==> src/rtl/vga_pkg.sv <==
// Shared VGA timing defaults (640x480@60) and raster helper functions,
// used by the timing controller and by the renderers.
package vga_pkg;

    localparam int unsigned VGA_H_ACTIVE = 640;
    localparam int unsigned VGA_H_FP     = 16;
    localparam int unsigned VGA_H_SYNC   = 96;
    localparam int unsigned VGA_H_BP     = 48;
    localparam int unsigned VGA_V_ACTIVE = 480;
    localparam int unsigned VGA_V_FP     = 10;
    localparam int unsigned VGA_V_SYNC   = 2;
    localparam int unsigned VGA_V_BP     = 33;
    localparam int unsigned VGA_CW       = 10;

    // Total pixels per line or lines per frame; used for both axes.
    function automatic int unsigned axis_total(
        input int unsigned active,
        input int unsigned fp,
        input int unsigned sync,
        input int unsigned bp
    );
        return active + fp + sync + bp;
    endfunction

    function automatic logic in_sync_window(
        input int unsigned pos,
        input int unsigned active,
        input int unsigned fp,
        input int unsigned sync
    );
        return (pos >= active + fp) && (pos < active + fp + sync);
    endfunction

endpackage

==> src/rtl/vga_timing_ctrl_trigger_sync.sv <==
// Two-flop synchroniser plus registered rising-edge detector for an async input.
// Output pulse is one clk wide, three clk edges after the input rises.
module trigger_sync (
    input  logic clk,
    input  logic reset,
    input  logic din,
    output logic pulse
);

    logic sync1_q;
    logic sync2_q;
    logic prev_q;
    logic pulse_q;
    logic pulse_d;

    always_comb begin
        pulse_d = sync2_q & ~prev_q;
    end

    always_ff @(posedge clk or posedge reset) begin
        if (reset) begin
            sync1_q <= 1'b0;
            sync2_q <= 1'b0;
            prev_q  <= 1'b0;
            pulse_q <= 1'b0;
        end else begin
            sync1_q <= din;
            sync2_q <= sync1_q;
            prev_q  <= sync2_q;
            pulse_q <= pulse_d;
        end
    end

    assign pulse = pulse_q;

endmodule

==> src/rtl/vga_timing_ctrl.sv <==
// Parametrised VGA raster generator: counters, syncs, active flag, line/frame
// strobes and a frame-latched light-gun trigger.
module vga_timing_ctrl
    import vga_pkg::*;
#(
    parameter int unsigned H_ACTIVE = VGA_H_ACTIVE,
    parameter int unsigned H_FP     = VGA_H_FP,
    parameter int unsigned H_SYNC   = VGA_H_SYNC,
    parameter int unsigned H_BP     = VGA_H_BP,
    parameter int unsigned V_ACTIVE = VGA_V_ACTIVE,
    parameter int unsigned V_FP     = VGA_V_FP,
    parameter int unsigned V_SYNC   = VGA_V_SYNC,
    parameter int unsigned V_BP     = VGA_V_BP,
    parameter logic        HS_POL   = 1'b0,
    parameter logic        VS_POL   = 1'b0,
    parameter int unsigned PIX_DIV  = 1,
    parameter int unsigned CW       = VGA_CW
) (
    input  logic          clk,
    input  logic          reset,
    input  logic          trigger,
    output logic [CW-1:0] col_count,
    output logic [CW-1:0] row_count,
    output logic          valid,
    output logic          hsync,
    output logic          vsync,
    output logic          line_tick,
    output logic          frame_tick,
    output logic          trigger_pulse,
    output logic          trigger_frame
);

    localparam int unsigned H_TOTAL = axis_total(H_ACTIVE, H_FP, H_SYNC, H_BP);
    localparam int unsigned V_TOTAL = axis_total(V_ACTIVE, V_FP, V_SYNC, V_BP);
    localparam int unsigned DIV_W   = (PIX_DIV > 1) ? $clog2(PIX_DIV) : 1;

    localparam logic [CW-1:0]    H_LAST   = CW'(H_TOTAL - 1);
    localparam logic [CW-1:0]    V_LAST   = CW'(V_TOTAL - 1);
    localparam logic [DIV_W-1:0] DIV_LAST = DIV_W'(PIX_DIV - 1);

    logic [DIV_W-1:0] div_q, div_d;
    logic [CW-1:0]    col_q, col_d;
    logic [CW-1:0]    row_q, row_d;
    logic             valid_q, valid_d;
    logic             hsync_q, hsync_d;
    logic             vsync_q, vsync_d;
    logic             line_tick_q, line_tick_d;
    logic             frame_tick_q, frame_tick_d;
    logic             flag_q, flag_d;
    logic             trig_frame_q, trig_frame_d;

    logic pix_en;
    logic col_last;
    logic row_last;
    logic frame_wrap;
    logic trig_pulse;

    trigger_sync u_trigger_sync (
        .clk   (clk),
        .reset (reset),
        .din   (trigger),
        .pulse (trig_pulse)
    );

    always_comb begin
        pix_en     = (div_q == DIV_LAST);
        col_last   = (col_q == H_LAST);
        row_last   = (row_q == V_LAST);
        frame_wrap = pix_en & col_last & row_last;

        div_d = pix_en ? '0 : div_q + 1'b1;
        col_d = col_q;
        row_d = row_q;
        if (pix_en) begin
            col_d = col_last ? '0 : col_q + 1'b1;
            if (col_last) begin
                row_d = row_last ? '0 : row_q + 1'b1;
            end
        end

        // Decoded from the next counts so flags land on the same cycle as the counters.
        valid_d = (32'(col_d) < H_ACTIVE) && (32'(row_d) < V_ACTIVE);
        hsync_d = in_sync_window(32'(col_d), H_ACTIVE, H_FP, H_SYNC) ? HS_POL : ~HS_POL;
        vsync_d = in_sync_window(32'(row_d), V_ACTIVE, V_FP, V_SYNC) ? VS_POL : ~VS_POL;

        line_tick_d  = pix_en & col_last;
        frame_tick_d = frame_wrap;

        // A pulse visible in the frame_tick cycle is absorbed after the wrap,
        // so it belongs to the new frame; one seen just before the wrap still counts.
        flag_d       = frame_wrap ? 1'b0 : (flag_q | trig_pulse);
        trig_frame_d = frame_wrap ? (flag_q | trig_pulse) : trig_frame_q;
    end

    always_ff @(posedge clk or posedge reset) begin
        if (reset) begin
            div_q        <= '0;
            col_q        <= H_LAST;
            row_q        <= V_LAST;
            valid_q      <= 1'b0;
            hsync_q      <= ~HS_POL;
            vsync_q      <= ~VS_POL;
            line_tick_q  <= 1'b0;
            frame_tick_q <= 1'b0;
            flag_q       <= 1'b0;
            trig_frame_q <= 1'b0;
        end else begin
            div_q        <= div_d;
            col_q        <= col_d;
            row_q        <= row_d;
            valid_q      <= valid_d;
            hsync_q      <= hsync_d;
            vsync_q      <= vsync_d;
            line_tick_q  <= line_tick_d;
            frame_tick_q <= frame_tick_d;
            flag_q       <= flag_d;
            trig_frame_q <= trig_frame_d;
        end
    end

    assign col_count     = col_q;
    assign row_count     = row_q;
    assign valid         = valid_q;
    assign hsync         = hsync_q;
    assign vsync         = vsync_q;
    assign line_tick     = line_tick_q;
    assign frame_tick    = frame_tick_q;
    assign trigger_pulse = trig_pulse;
    assign trigger_frame = trig_frame_q;

endmodule

==> config.mk <==
export PLATFORM = sky130hd
export DESIGN_NAME = vga_timing_ctrl
export DESIGN_NICKNAME = d
export VERILOG_FILES = /design/src/rtl/vga_pkg.sv /design/src/rtl/vga_timing_ctrl_trigger_sync.sv /design/src/rtl/vga_timing_ctrl.sv
export SDC_FILE = /design/constraint.sdc
export NUM_CORES = 1
export LEC_CHECK = 0
export ABC_CLOCK_PERIOD_IN_PS = 3200
export BUFFER_PORTS_ARGS = -buffer_cell sky130_fd_sc_hd__buf_2
export CORE_MARGIN = 1
export CORE_UTILIZATION = 54
export CTS_CLUSTER_SIZE = 30
export DETAILED_ROUTE_END_ITERATION = 10
export PLACE_DENSITY_LB_ADDON = 0.2
export SYNTH_ARGS = -nofsm -noshare
export SYNTH_HDL_FRONTEND = slang
export SYNTH_SLANG_ARGS = --single-unit
==> constraint.sdc <==
create_clock -name clk -period 3.2 [get_ports clk]
set_clock_uncertainty 0.15 [all_clocks]
set_input_delay 0.32 -clock clk [delete_from_list [all_inputs] [get_ports clk]]
set_output_delay 0.32 -clock clk [all_outputs]
set_load 0.01 [all_outputs]
==> flow_metrics.py <==
metrics = {
    "logic_synthesis": {
        "synth_top_area_share_pct": 30.0,
        "synth_ff_type": "dfrtp_1",
        "synthArstFlopShare_pct": 100,
        "yosysMostFrequentCell": "dfrtp_1",
        "synth-seq-area-share_pct": 50.0,
        "synth_cell_types": 41,
        "syn_area_sq_um": 1580,
        "synth_top_cell_by_area": "dfrtp_1",
        "yosys_warnings": 0,
        "syn_nets": 162,
        "yosys-top-cells-area": "dfrtp_1 30%, dfstp_2 20%, nand2_1 3.6%",
        "syn_inst": 156,
        "synth_edf_count": 0,
        "ys_top_cells_by_count": "19 x dfrtp_1, 15 x nand2_1, 13 x nor2_1, 12 x dfstp_2, 10 x inv_1",
        "syn_area_per_cell_sq_um": 10.1,
        "ys_ff_latch": 31,
    },
    "clock_tree": {
        "cts_buffer_depth": 2,
        "h-tree-depth": 2,
        "tritoncts": "done",
        "cts-buffers-inserted": 5,
        "clock_sinks": 31,
        "clockRootBuffer": "clkbuf_4",
        "clk_pin_slew_ns": 0.11,
        "clk_latency_ns": 0.34,
        "post_cts_resized": 0,
    },
    "timing": {
        "hold_viol_final": 0,
        "fmax_mhz": 399,
        "period_minus_slack_ns": 2.51,
        "setup_viol": 0,
        "tns_ns": 0,
        "worst_pin_slew_ns": 1.10,
        "hold_slack_ns": 0.0904,
        "slew_headroom_pct": 26.8,
        "slew_violations": 0,
        "rsz0062_at_grt": "false",
        "fin_crit_sh_pct": 78.3,
    },
    "floorplan": {
        "rows": 19,
        "die_y_um": 56.1,
        "chipWidth_um": 56.1,
        "design.core.area_sq_um": 2760,
        "ioPinCount": 30,
        "initial_core_util_pct": 57.4,
        "die-area_sq_um": 3150,
    },
    "global_route": {
        "grt_pass1_wl_um": 5360,
        "antenna_found_initial": 0,
        "grt-ovfl-total": 0,
        "first_global_vias": 1197,
        "grt_start_max_net_pins": 30,
        "grtUsageTotal_pct": 22.5,
    },
    "pwr": {
        "leakage_nw": 0.842,
        "powerDensity_nw_per_um2": 400,
        "ir_drop_mv": 0.408,
    },
    "detailed_routing": {
        "drt_iter0_markers": 54,
        "drc": 0,
        "dr_total_vias": 1315,
        "firstDrtPassIters": 4,
        "wl_per_cell_um": 14.9,
        "routed_wl_um": 3290,
        "routed_via_density": 5.98,
        "detail-route-antenna-nets": 0,
    },
    "cells_and_area": {
        "area_growth_pct": 15.7,
        "antenna_cells": 0,
        "nNetsFinal": 194,
        "seqCellArea_sq_um": 791,
        "drive_above_1_share_pct": 31.2,
        "multi_input_comb_area_sq_um": 711,
        "fillers": 206,
    },
    "placement": {
        "port_buffers": 29,
        "gp_congestion": 0.876,
        "hpwl_um": 2250,
    },
    "outcome": {
        "status": "finished clean",
    },
    "min_path": {
        "min_path_type": "input pin to async pin",
    },
    "critical_path": {
        "endpoint_kind": "flip-flop",
        "arrival_ns": 2.60,
        "required_ns": 3.29,
        "timing_worst_setup_path_type": "flip-flop to flip-flop",
        "cp-start-kind": "flip-flop",
        "crit_path_max_fanout": 11,
    },
    "flow_run": {
        "drv_cap": 0,
    },
}
sequential cells by signal, summed over array words and instances, names as in the netlist:
| signal | flops |
|---|---|
| u_trigger_sync.sync2_q | 1 |
| u_trigger_sync.prev_q | 1 |
| vsync | 1 |
| row_count | 10 |
| valid | 1 |
| flag_q | 1 |
| u_trigger_sync.sync1_q | 1 |
| u_trigger_sync.pulse | 1 |
| frame_tick | 1 |
| hsync | 1 |
| trigger_frame | 1 |
| line_tick | 1 |
| col_count | 10 |
cells by family after synthesis:
| kind of cell | Yosys count | share of synthesized area (%) |
|---|---|---|
| multiplexers | 2 | 1.34 |
| flip-flops | 31 | 50.0 |
| AO/OA/AOI/OAI | 31 | 13.0 |
| AND/OR/NAND/NOR | 62 | 22.7 |
| XOR/XNOR | 10 | 5.53 |
| adder cells (fa/ha/maj) | 3 | 2.37 |
| buffers and inverters | 17 | 5.14 |
routing by layer:
layer | part of all wire [%] | global-route usage [%] | vias to the layer above | wire length (um)
li1 | - | - | 616 | -
met1 | 44 | 28.5 | 627 | 1430
met2 | 48 | 34.7 | 61 | 1570
met3 | 6.5 | 7.21 | 11 | 213
met4 | 2.1 | 11.5 | 0 | 70
met5 | 0 | 0 | - | 0
final cells by class:
| cell class | count | share of cell area [%] |
|---|---|---|
| Timing Repair Buffer | 31 | 8.89 |
| Inverter | 11 | 2.26 |
| Clock inverter | 2 | 1.91 |
| Clock buffer | 6 | 2.80 |
| Sequential cell | 31 | 43.2 |
| Tap cell | 31 | 2.12 |
| Multi-Input combinational cell | 108 | 38.8 |
final timing paths:
kind | endpoint | slack [ns] | cells past startpoint | from
setup / recovery | vsync | 0.69 | 7 | col_count[0]
hold / removal | line_tick | 0.09 | 2 | reset
setup reg to reg | vsync | 0.69 | 7 | col_count[0]
hold reg to reg | u_trigger_sync.sync2_q | 0.21 | 0 | u_trigger_sync.sync1_q
max in group asynchronous | col_count[1] | 2.06 | 3 | reset
min in group clk | u_trigger_sync.sync2_q | 0.21 | 0 | u_trigger_sync.sync1_q
where the power goes:
| part | switching, mW | total (mW) | leakage [nW] | internal [mW] |
|---|---|---|---|---|
| clock network | 0.140 | 0.324 | 0.0482 | 0.185 |
| registers | 0.000996 | 0.396 | 0.367 | 0.395 |
| logic | 0.00870 | 0.0119 | 0.426 | 0.00322 |
| total | 0.149 | 0.732 | 0.842 | 0.583 |
metrics by stage:
step / total power, mW / cells / setup WS (ns) / area (sq um) / util (%)
2_1_floorplan: 0.409 / 156 / 0.928 / 1580 / -
3_3_place_gp: 0.414 / 211 / 0.838 / 1730 / 62.9
3_5_place_dp: 0.414 / 211 / 0.749 / 1730 / 62.9
4_1_cts: 0.741 / 220 / 0.722 / 1830 / 66.4
5_1_grt: 0.760 / 220 / 0.570 / 1830 / 66.4
6_report: 0.732 / 220 / 0.694 / 1830 / 66.4
worst max-delay path, stage by stage (launching register included):
cell,delay [ns]
dfstp_2,0.59
ha_1,0.30
and4_1,0.43
nand3_4,0.16
inv_2,0.19
o21ai_0,0.11
mux2_2,0.31
nand4b_1,0.18
cell usage in the layout, fill, tap and decap left out, types with 2 or more instances in the layout:
cell type / instances
dfstp_2: 12
dfrtp_1: 19
or4_4: 2
nand4_1: 6
inv_1: 10
o21ai_0: 8
o22ai_1: 2
nor4_1: 2
and2_1: 2
buf_2: 29
xnor2_1: 4
nand3_1: 8
and3_1: 4
ha_1: 3
o211ai_1: 5
nand2_1: 15
clkbuf_4: 5
a21oi_1: 9
nor2_1: 13
xor2_1: 6
repair_timing:
item | CTS | global route
endpoints found under the hold margin | 1 | 0
setup buffers | 0 | 0
hold buffers | 1 | 0
No activity file was read; power rests on OpenSTA's default activity.
